[config.mk]
export PLATFORM = sky130hd
export DESIGN_NAME = axis_velocity_estimator
export DESIGN_NICKNAME = d
export VERILOG_FILES = /design/src/rtl/axis_velocity_estimator.sv
export SDC_FILE = /design/constraint.sdc
export NUM_CORES = 1
export LEC_CHECK = 0
export ABC_AREA = 0
export CORE_ASPECT_RATIO = 1.4
export CORE_MARGIN = 8
export CORE_UTILIZATION = 33
export CTS_CLUSTER_SIZE = 8
export DETAILED_ROUTE_END_ITERATION = 8
export GPL_ROUTABILITY_DRIVEN = 1
export SLEW_MARGIN = 25
export SYNTH_ARGS = -nofsm -noshare
export SYNTH_HDL_FRONTEND = slang
export SYNTH_SLANG_ARGS = --single-unit
[constraint.sdc]
create_clock -name aclk -period 3.9 [get_ports aclk]
set_input_delay 0.39 -clock aclk [delete_from_list [all_inputs] [get_ports aclk]]
set_output_delay 0.39 -clock aclk [all_outputs]
set_load 0.02 [all_outputs]
[src/rtl/axis_velocity_estimator.sv]
// axis_velocity_estimator: position delta over 2^L accepted samples, streamed as {seq, delta}.
// One result per window; results that cannot be loaded are dropped and flagged by a sticky overrun.
module axis_velocity_estimator #(
    parameter int S_AXIS_TDATA_WIDTH = 16,
    parameter int M_AXIS_TDATA_WIDTH = 32
) (
    input  logic                          aclk,
    input  logic                          areset,
    input  logic [4:0]                    log_decimation,
    input  logic                          clear_overrun,
    input  logic                          S_AXIS_tvalid,
    input  logic [S_AXIS_TDATA_WIDTH-1:0] S_AXIS_tdata,
    output logic                          S_AXIS_tready,
    input  logic                          M_AXIS_tready,
    output logic                          M_AXIS_tvalid,
    output logic [M_AXIS_TDATA_WIDTH-1:0] M_AXIS_tdata,
    output logic                          overrun
);
    typedef enum logic {PRIME, RUN} state_t;
    state_t state;
    logic [4:0] ld_q;
    logic [16:0] cnt, last;
    logic [15:0] ref_pos, delta, seq;
    logic accept;
    assign S_AXIS_tready = ~areset;
    assign accept = S_AXIS_tvalid & S_AXIS_tready;
    assign last = (17'd1 << (log_decimation > 5'd16 ? 5'd16 : log_decimation)) - 17'd1;
    // Modular subtraction keeps the signed delta correct across position wrap.
    assign delta = S_AXIS_tdata - ref_pos;
    always_ff @(posedge aclk or posedge areset) begin
        if (areset) begin
            state <= PRIME;
            ld_q <= '0;
            cnt <= '0;
            ref_pos <= '0;
            seq <= '0;
            M_AXIS_tvalid <= 1'b0;
            M_AXIS_tdata <= '0;
            overrun <= 1'b0;
        end else begin
            ld_q <= log_decimation;
            if (M_AXIS_tvalid && M_AXIS_tready) M_AXIS_tvalid <= 1'b0;
            if (clear_overrun) overrun <= 1'b0;
            // A window-length change restarts the window and discards the coincident sample.
            if (log_decimation != ld_q) begin
                state <= PRIME;
                cnt <= '0;
            end else if (accept) begin
                if (state == PRIME) begin
                    ref_pos <= S_AXIS_tdata;
                    cnt <= '0;
                    state <= RUN;
                end else if (cnt == last) begin
                    ref_pos <= S_AXIS_tdata;
                    cnt <= '0;
                    seq <= seq + 16'd1;
                    if (!M_AXIS_tvalid || M_AXIS_tready) begin
                        M_AXIS_tdata <= {seq, delta};
                        M_AXIS_tvalid <= 1'b1;
                    end else begin
                        overrun <= 1'b1;
                    end
                end else begin
                    cnt <= cnt + 17'd1;
                end
            end
        end
    end
endmodule

==> impl_table.tex, run 1 <==
\begin{tabular}{lr}
\hline
Metric & Value \\
\hline
\multicolumn{2}{l}{\textbf{Status}} \\
\quad Run status & finished clean \\
\multicolumn{2}{l}{\textbf{Clock tree}} \\
\quad Reg clk slew, reported paths & 0.07 ns \\
\quad Skew-Pair Late Insertion Delay & 0.34 ns \\
\quad Post-CTS Resized & 0 \\
\quad CTS H-Tree Depth & 3 \\
\quad Clock tree from TritonCTS & yes \\
\quad Clock tree sinks & 89 \\
\quad Maximum buffer depth of the clock tree & 2 \\
\quad Post-CTS Setup Inserts & 0 \\
\quad Number of buffers created by CTS & 9 \\
\quad Count of hold buffers inserted by post-cts repair & 0 \\
\quad CTS Root Buffer Type & sky130\_fd\_sc\_hd\_\_clkbuf\_16 \\
\multicolumn{2}{l}{\textbf{Routing}} \\
\quad 1st-pass router iterations & 4 \\
\quad Antenna violation net count after detailed routing & 0 \\
\quad Detailed-route vias per instance & 5.06 \\
\quad Routed WL per cell & 15.4 um \\
\quad Starting DRC count in detailed routing & 182 \\
\quad Vias & 3,844 \\
\quad Aggregate routed wire length & 11,700 um \\
\quad Number of DRC violations after detailed routing & 0 \\
\multicolumn{2}{l}{\textbf{Power}} \\
\quad Logic gate share of total power & 19.4\% \\
\quad Internal Power & 1.60 mW \\
\quad Sw Share & 28.2\% \\
\quad Pleak & 2.77 nW \\
\quad Worst VDD drop & 229 uV \\
\quad Total power per unit cell area & 362 nW/um2 \\
\quad Net switching power & 0.627 mW \\
\quad Proportion of power drawn by flip-flops and latches & 44.1\% \\
\quad Proportion of power drawn by the clock network & 36.5\% \\
\multicolumn{2}{l}{\textbf{Setup path}} \\
\quad Start-to-end type of the worst setup path & primary input to flip-flop \\
\quad Critical path capture point type & flip-flop \\
\quad Required time of the worst setup path & 4.15 ns \\
\quad Critical Path, Cell by Cell & clkdlybuf4s50\_1 -> nor3\_1 -> nand3b\_1 -> ha\_1 -> buf\_4 -> o41a\_1 -> and3b\_1 -> o22ai\_1 -> nor4\_4 -> nor2\_1 -> a41oi\_1 -> a31oi\_1 \\
\quad Data arrival time at the worst-slack endpoint & 3.75 ns \\
\quad Number of buffer and inverter stages on the critical path & 2 \\
\quad Maximum fanout along the worst path & 14 \\
\quad Cell class contributing the biggest share of worst-path delay & simple AND/OR/NAND/NOR gates \\
\quad Worst reg2reg startpoint & ld\_q[1] \\
\quad Nature of the critical path startpoint & primary input \\
\quad Number of cell instances on the worst register-to-register path & 7 \\
\quad Reg-to-reg setup timing slack & 1.25 ns \\
\quad Standard cell with the maximum stage delay on the critical path & sky130\_fd\_sc\_hd\_\_nor2\_1 \\
\quad Delay of the slowest cell on the worst path & 0.74 ns \\
\quad Reg-to-reg critical path endpoint & cnt[8] \\
\multicolumn{2}{l}{\textbf{GRT}} \\
\quad Met3 capacity usage during global routing & 2.47\% \\
\quad All-Layer GR Usage & 12.3\% \\
\quad Layer carrying the most global-route usage & met2 \\
\quad Wire length of the first global-routing pass & 19,500 um \\
\quad Global-route track usage on met2 & 21.8\% \\
\quad Number of antenna violations at the first check in global routing & 0 \\
\quad Pin count of the biggest net entering global routing & 73 \\
\quad Global route total overflow & 0 \\
\quad Via count of the first global-routing pass & 3,904 \\
\quad Met1 usage in global routing & 14.5\% \\
\multicolumn{2}{l}{\textbf{Placed design}} \\
\quad Total instance count after detailed placement & 744 \\
\quad Hpwl dp & 8750 um \\
\quad Routability Congestion & 0.829 \\
\quad I/O Buffers & 60 \\
\multicolumn{2}{l}{\textbf{Floorplan}} \\
\quad Effective utilization at floorplan & 33.6\% \\
\quad Die outline width & 120 um \\
\quad Rows & 53 \\
\quad Area enclosed by the die boundary & 19,500 um2 \\
\quad Io pins & 61 \\
\quad CORE AREA & 14,900 um2 \\
\quad Height of the die & 162 um \\
\multicolumn{2}{l}{\textbf{Final layout}} \\
\quad Cell Count, Final, Fillers Out & 760 \\
\quad Layout Area Growth over Synthesis & 22.4\% \\
\quad Leading cell types in the layout, fill and taps excluded & sky130\_fd\_sc\_hd\_\_dfrtp\_1 (89), sky130\_fd\_sc\_hd\_\_clkdlybuf4s50\_1 (60), sky130\_fd\_sc\_hd\_\_nand2\_1 (48) \\
\quad Layout cells sized above 1 & 9.51\% \\
\quad Number of nets in the layout & 608 \\
\quad Diode count & 0 \\
\quad Multi-input gate area in the final layout & 2570 um2 \\
\quad FILL cells & 1,489 \\
\quad Most common library cell in the layout ignoring fill and taps & sky130\_fd\_sc\_hd\_\_dfrtp\_1 \\
\quad FF+latch area & 2230 um2 \\
\quad Core occupancy in the finished layout & 41.1\% \\
\multicolumn{2}{l}{\textbf{Synthesis}} \\
\quad Async set-reset flop share out of synthesis & 100\% \\
\quad XOR/XNOR Fraction of Synth Area & 7.73\% \\
\quad Synthesized instance count & 504 \\
\quad Number of nets produced by synthesis & 549 \\
\quad Most used DFF post-synth & sky130\_fd\_sc\_hd\_\_dfrtp\_1 \\
\quad Post-synthesis area per instance & 9.95 um2 \\
\quad Number of different library cells in the post-synthesis netlist & 70 \\
\quad Main combinational cell family by area after synthesis & simple AND/OR/NAND/NOR gates \\
\quad Adder and majority cell fraction of the synthesized area & 4.89\% \\
\quad Netlist Area Pre-Place & 5020 um2 \\
\quad Share of synthesized cell area in and, or, nand and nor gates & 18.6\% \\
\quad Fraction of synthesized area in multiplexers & 6.73\% \\
\quad Number of synthesized flops with an enable pin & 0 \\
\quad Flop and latch count out of synthesis & 89 \\
\quad Total of warnings raised by yosys & 0 \\
\quad Post-synthesis sequential area ratio & 44.4\% \\
\quad Fraction of the mapped netlist area in compound gates & 13.4\% \\
\multicolumn{2}{l}{\textbf{STA}} \\
\quad Hold Violations, Final & 0 \\
\quad Final worst path period need & 3.50 ns \\
\quad Slew at the pin closest to its max-slew limit & 0.952 ns \\
\quad Max Fclk & 0.286 GHz \\
\quad Part of the cycle the worst path needs & 89.8\% \\
\quad Aggregate negative setup slack & 0 ns \\
\quad Final setup violating endpoints & 0 \\
\quad Setup clock skew after layout & 0.0106 ns \\
\quad RSZ-0062 raised after global routing & false \\
\quad Max Slew Vio Count & 0 \\
\quad Worst slew margin & 36.3\% \\
\multicolumn{2}{l}{\textbf{Hold path}} \\
\quad Worst min path class & primary input to asynchronous set/reset pin \\
\multicolumn{2}{l}{\textbf{Flow run}} \\
\quad Max Cap Violations & 0 \\
\hline
\end{tabular}
[cell usage after synthesis (6+ instances only)]
master	count	area, um2
sky130_fd_sc_hd__nor3_1	10	50.1
sky130_fd_sc_hd__clkbuf_1	7	26.3
sky130_fd_sc_hd__o21ai_1	19	95.1
sky130_fd_sc_hd__o21ai_0	14	70.1
sky130_fd_sc_hd__and3_1	15	93.8
sky130_fd_sc_hd__mux2_2	8	90.1
sky130_fd_sc_hd__a31oi_1	11	68.8
sky130_fd_sc_hd__xor2_1	17	149
sky130_fd_sc_hd__or3_1	12	75.1
sky130_fd_sc_hd__nand2b_1	8	50.1
sky130_fd_sc_hd__nand3_1	15	75.1
sky130_fd_sc_hd__nor2_1	20	75.1
sky130_fd_sc_hd__or2_2	6	37.5
sky130_fd_sc_hd__buf_2	12	60.1
sky130_fd_sc_hd__mux2_1	22	248
sky130_fd_sc_hd__a21oi_1	23	115
sky130_fd_sc_hd__dfrtp_1	89	2230
sky130_fd_sc_hd__ha_1	18	225
sky130_fd_sc_hd__inv_1	27	101
sky130_fd_sc_hd__xnor2_1	22	193
sky130_fd_sc_hd__nand2_1	48	180
[how the worst max path moves through the flow]
| stage | start | endpoint | slack [ns] | cells after the start |
|---|---|---|---|---|
| after floorplan | log_decimation[4] | ref_pos[2] | 0.59 | 13 |
| after global placement | log_decimation[2] | cnt[8] | 0.13 | 12 |
| after detailed placement | log_decimation[2] | cnt[8] | 0.08 | 12 |
| after CTS | log_decimation[2] | cnt[8] | 0.44 | 12 |
| after global routing | log_decimation[2] | cnt[8] | 0.19 | 12 |
| final | log_decimation[2] | cnt[8] | 0.40 | 12 |
[stage by stage]
step	power [mW]	area, um2	setup WS [ns]	hold WS (ns)
6_report	2.22	6140	0.399	0.365
5_1_grt	2.36	6140	0.190	0.394
4_1_cts	2.26	6140	0.440	0.369
3_5_place_dp	1.43	5860	0.0816	0.478
3_3_place_gp	1.42	5860	0.130	0.468
2_1_floorplan	1.32	5020	0.595	0.421
[power groups by stage]
stage | clock network (mW) | logic [mW] | registers (mW)
floorplan | 0 | 0.331 | 0.993
detailed placement | 0 | 0.435 | 0.999
CTS | 0.839 | 0.438 | 0.981
finish | 0.813 | 0.431 | 0.981
global placement | 0 | 0.423 | 0.996
global route | 0.882 | 0.489 | 0.986
[final cells by class]
class	count	share of cell area [%]
Inverter	27	1.67
Sequential cell	89	36.3
Clock inverter	7	0.856
Multi-Input combinational cell	364	41.9
Tap cell	192	3.91
Clock buffer	9	3.67
Timing Repair Buffer	72	11.7
[registers in the layout (all words and copies together), names as in the netlist]
register	cells
M_AXIS_tdata	32
M_AXIS_tvalid	1
state	1
ld_q	5
cnt	17
ref_pos	16
seq	16
overrun	1
[worst reg2reg max path, stage by stage (launching register included)]
cell,delay (ns)
sky130_fd_sc_hd__dfrtp_1,0.37
sky130_fd_sc_hd__xnor2_1,0.14
sky130_fd_sc_hd__nand3_1,0.22
sky130_fd_sc_hd__nor3_4,0.33
sky130_fd_sc_hd__nand2_1,0.28
sky130_fd_sc_hd__nor2_1,0.81
sky130_fd_sc_hd__a41oi_1,0.22
sky130_fd_sc_hd__a31oi_1,0.20
[kinds of logic after synthesis]
family	after synthesis
multiplexers	30
XOR/XNOR	41
AO/OA/AOI/OAI	106
adder cells (fa/ha/maj)	19
AND/OR/NAND/NOR	168
flip-flops	89
buffers and inverters	51
[routing by layer]
layer | share of wire (%) | wire [um]
met1 | 43 | 5080
met3 | 3.5 | 414
met5 | 0 | 0
met2 | 51 | 5990
met4 | 1.7 | 203
Power figures use the tool's default switching activity.
==> run 2: changes to the inputs <==
Settings changed: CAP_MARGIN set to 40, GPL_ROUTABILITY_DRIVEN 1 to 0.
==> run 2 against run 1 <==
Sequential share of layout area fell by 0.29 points. Power grew 2.6%. Critical path type unchanged. Non-clock buffer count increased by 1. Via count rose by 0.83%. Maximum frequency rose by 3.4%. Die area stayed put. Clock power rose by 7.0%. Worst setup slack better by 0.12 ns. Combinational power about the same. Largest cell class unchanged. Final area up 0.79%.
==> impl_table.tex, run 2 (synthesized netlist as in run 1, its figures left out) <==
\begin{tabular}{lr}
\hline
Metric & Value \\
\hline
\multicolumn{2}{l}{\textbf{Status}} \\
\quad Run status & finished clean (unchanged) \\
\multicolumn{2}{l}{\textbf{Setup path}} \\
\quad Worst reg2reg startpoint & cnt[11] (was ld\_q[1]) \\
\quad Number of cell instances on the worst register-to-register path & 9 (was 7) \\
\quad Delay of the slowest cell on the worst path & 0.60 ns (was 0.74 ns) \\
\quad Start-to-end type of the worst setup path & primary input to flip-flop (unchanged) \\
\quad Data arrival time at the worst-slack endpoint & 3.60 ns (was 3.75 ns) \\
\quad Reg-to-reg critical path endpoint & ref\_pos[4] (was cnt[8]) \\
\quad Maximum fanout along the worst path & 18 (was 14) \\
\quad Required time of the worst setup path & 4.12 ns (was 4.15 ns) \\
\quad Top cell by count, worst path & sky130\_fd\_sc\_hd\_\_buf\_4 \\
\quad Reg-to-reg setup timing slack & 1.39 ns (was 1.25 ns) \\
\quad Critical path capture point type & flip-flop (unchanged) \\
\quad Nature of the critical path startpoint & primary input (unchanged) \\
\quad Critical Path, Cell by Cell & clkdlybuf4s50\_1 -> nor2\_1 -> nand2\_1 -> ha\_1 -> buf\_4 -> or4b\_1 -> o41a\_1 -> a21boi\_1 -> o22ai\_1 -> nor4\_4 -> buf\_4 -> o21ai\_2 -> buf\_12 -> mux2\_1 (was clkdlybuf4s50\_1 -> nor3\_1 -> nand3b\_1 -> ha\_1 -> buf\_4 -> o41a\_1 -> and3b\_1 -> o22ai\_1 -> nor4\_4 -> nor2\_1 -> a41oi\_1 -> a31oi\_1) \\
\quad Standard cell with the maximum stage delay on the critical path & sky130\_fd\_sc\_hd\_\_clkdlybuf4s50\_1 (was sky130\_fd\_sc\_hd\_\_nor2\_1) \\
\multicolumn{2}{l}{\textbf{Routing}} \\
\quad Vias & 3,876 (was 3,844) \\
\quad Detailed-route vias per instance & 5.09 (was 5.06) \\
\quad Antenna violation net count after detailed routing & 0 (unchanged) \\
\quad Number of DRC violations after detailed routing & 0 (unchanged) \\
\quad Aggregate routed wire length & 11,500 um (was 11,700 um) \\
\quad Starting DRC count in detailed routing & 278 (was 182) \\
\quad 1st-pass router iterations & 4 (unchanged) \\
\quad Routed WL per cell & 15.1 um (was 15.4 um) \\
\multicolumn{2}{l}{\textbf{Power}} \\
\quad Total power per unit cell area & 369 nW/um2 (was 362 nW/um2) \\
\quad Worst VDD drop & 186 uV (was 229 uV) \\
\quad Pwr Total & 2.28 mW (was 2.22 mW) \\
\quad Pleak & 2.78 nW (was 2.77 nW) \\
\multicolumn{2}{l}{\textbf{Clock tree}} \\
\quad Count of hold buffers inserted by post-cts repair & 0 (unchanged) \\
\quad Skew-Pair Late Insertion Delay & 0.34 ns (about the same) \\
\quad CTS H-Tree Depth & 3 (unchanged) \\
\quad Reg clk slew, reported paths & 0.07 ns (about the same) \\
\quad Clock tree sinks & 89 (unchanged) \\
\quad Clock tree from TritonCTS & yes (unchanged) \\
\quad Number of buffers created by CTS & 9 (unchanged) \\
\quad Post-CTS Setup Inserts & 0 (unchanged) \\
\quad CTS Root Buffer Type & sky130\_fd\_sc\_hd\_\_clkbuf\_16 (unchanged) \\
\quad Post-CTS Resized & 0 (unchanged) \\
\quad Maximum buffer depth of the clock tree & 2 (unchanged) \\
\multicolumn{2}{l}{\textbf{Floorplan}} \\
\quad Io pins & 61 (unchanged) \\
\quad Rows & 53 (unchanged) \\
\quad Height of the die & 162 um (unchanged) \\
\quad Effective utilization at floorplan & 33.6\% (unchanged) \\
\quad Die outline width & 120 um (unchanged) \\
\quad CORE AREA & 14,900 um2 (unchanged) \\
\quad Area enclosed by the die boundary & 19,500 um2 (unchanged) \\
\multicolumn{2}{l}{\textbf{GRT}} \\
\quad Global route total overflow & 0 (unchanged) \\
\quad Number of antenna violations at the first check in global routing & 0 (unchanged) \\
\quad Via count of the first global-routing pass & 3,986 (was 3,904) \\
\quad Wire length of the first global-routing pass & 19,600 um (was 19,500 um) \\
\quad Pin count of the biggest net entering global routing & 49 (was 73) \\
\quad All-Layer GR Usage & 12.3\% (about the same) \\
\multicolumn{2}{l}{\textbf{STA}} \\
\quad Hold Violations, Final & 0 (unchanged) \\
\quad Minimum setup slack in the final design & 0.516 ns (was 0.399 ns) \\
\quad Aggregate negative setup slack & 0 ns (unchanged) \\
\quad Setup clock skew after layout & 0.0100 ns (was 0.0106 ns) \\
\quad Final worst path period need & 3.38 ns (was 3.50 ns) \\
\quad Final setup violating endpoints & 0 (unchanged) \\
\quad Hold Worst Slack & 0.342 ns (was 0.365 ns) \\
\quad Part of the cycle the worst path needs & 86.8\% (was 89.8\%) \\
\quad Worst slew margin & 66.3\% (was 36.3\%) \\
\quad RSZ-0062 raised after global routing & false (unchanged) \\
\quad Max Slew Vio Count & 0 (unchanged) \\
\quad Max Fclk & 0.295 GHz (was 0.286 GHz) \\
\quad Slew at the pin closest to its max-slew limit & 0.505 ns (was 0.952 ns) \\
\multicolumn{2}{l}{\textbf{Placed design}} \\
\quad Worst setup timing slack at the placement stage & 0.109 ns (was 0.0816 ns) \\
\quad Hpwl dp & 8670 um (was 8750 um) \\
\quad I/O Buffers & 60 (unchanged) \\
\multicolumn{2}{l}{\textbf{Hold path}} \\
\quad Worst min path class & primary input to asynchronous set/reset pin (unchanged) \\
\multicolumn{2}{l}{\textbf{Final layout}} \\
\quad Core occupancy in the finished layout & 41.5\% (was 41.1\%) \\
\quad Number of nets in the layout & 609 (was 608) \\
\quad Layout Area Growth over Synthesis & 23.3\% (was 22.4\%) \\
\quad Top register by number of flip-flops & M\_AXIS\_tdata (unchanged) \\
\quad Number of flip-flops under the largest register name & 32 (unchanged) \\
\quad Most common library cell in the layout ignoring fill and taps & sky130\_fd\_sc\_hd\_\_dfrtp\_1 (unchanged) \\
\quad Diode count & 0 (unchanged) \\
\quad Layout cells sized above 1 & 9.49\% (was 9.51\%) \\
\quad Biggest registers after layout & M\_AXIS\_tdata x32, cnt x17 (unchanged) \\
\quad Leading cell types in the layout, fill and taps excluded & sky130\_fd\_sc\_hd\_\_dfrtp\_1 (89), sky130\_fd\_sc\_hd\_\_clkdlybuf4s50\_1 (60), sky130\_fd\_sc\_hd\_\_nand2\_1 (48) (unchanged) \\
\multicolumn{2}{l}{\textbf{Flow run}} \\
\quad Max Cap Violations & 0 (unchanged) \\
\hline
\end{tabular}
-- run 2: cell count changes in the layout (fill, tap and decap cells not counted), sizes merged --
| cell | previous run | this run |
|---|---|---|
| clkinvlp | 1 | 2 |
| buf | 12 | 13 |
| clkbuf | 9 | 10 |
| clkinv | 4 | 2 |
| bufinv | 0 | 1 |
| inv | 29 | 28 |
-- run 2: stage by stage --
| stage | instance area (um2) | instances |
|---|---|---|
| global route | 6190 | 761 |
| floorplan | 5020 | 504 |
| global placement | 5850 | 743 |
| finish | 6190 | 761 |
| CTS | 6180 | 760 |
| detailed placement | 5880 | 744 |
-- run 2: critical path, delay by kind of cell --
kind / cells / cell delay (ns)
AND/OR/NAND/NOR: 4 / 0.95
adder cells (fa/ha/maj): 1 / 0.18
AO/OA/AOI/OAI: 4 / 0.57
buffers and inverters: 4 / 1.21
multiplexers: 1 / 0.31
-- run 2: metal layers --
| metal | vias to the layer above | global-route usage, % | routed length, um |
|---|---|---|---|
| li1 | 1916 | - | - |
| met1 | 1862 | 14.4 | 4830 |
| met2 | 75 | 21.0 | 5810 |
| met3 | 23 | 2.67 | 498 |
| met4 | 0 | 5.93 | 364 |
| met5 | - | 0 | 0 |
-- run 2: layout make-up --
type | count | area [um2]
flip-flops and latches | 89 | 2230
fillers | 1462 | 8730
clock buffers | 10 | 229
repair buffers | 73 | 743
inverters | 27 | 103
multi-input cells | 364 | 2570
clock inverters | 6 | 73.8
well taps | 192 | 240
-- run 2: worst max-delay path by stage --
stage,startpoint,cells past startpoint,to
floorplan,log_decimation[4],13,ref_pos[2]
finish,log_decimation[0],14,ref_pos[4]
CTS,log_decimation[0],13,cnt[8]
global placement,log_decimation[0],13,cnt[8]
detailed placement,log_decimation[0],13,cnt[8]
global route,log_decimation[0],14,ref_pos[2]
-- run 2: report_power, final --
| part | internal (mW) | total [mW] | switching, mW | leakage (nW) |
|---|---|---|---|---|
| clock network | 0.504 | 0.870 | 0.366 | 0.141 |
| logic | 0.202 | 0.434 | 0.232 | 1.42 |
| registers | 0.961 | 0.980 | 0.0190 | 1.22 |
| total | 1.67 | 2.28 | 0.617 | 2.78 |
==> run 3: changes to the inputs <==
--- a/constraint.sdc
+++ b/constraint.sdc
@@ -3,2 +3,2 @@
 set_output_delay 0.39 -clock aclk [all_outputs]
-set_load 0.02 [all_outputs]
+set_load 0.005 [all_outputs]
==> results of run 3 <==
Same layout as run 2 (identical final DEF). Status: finished clean.
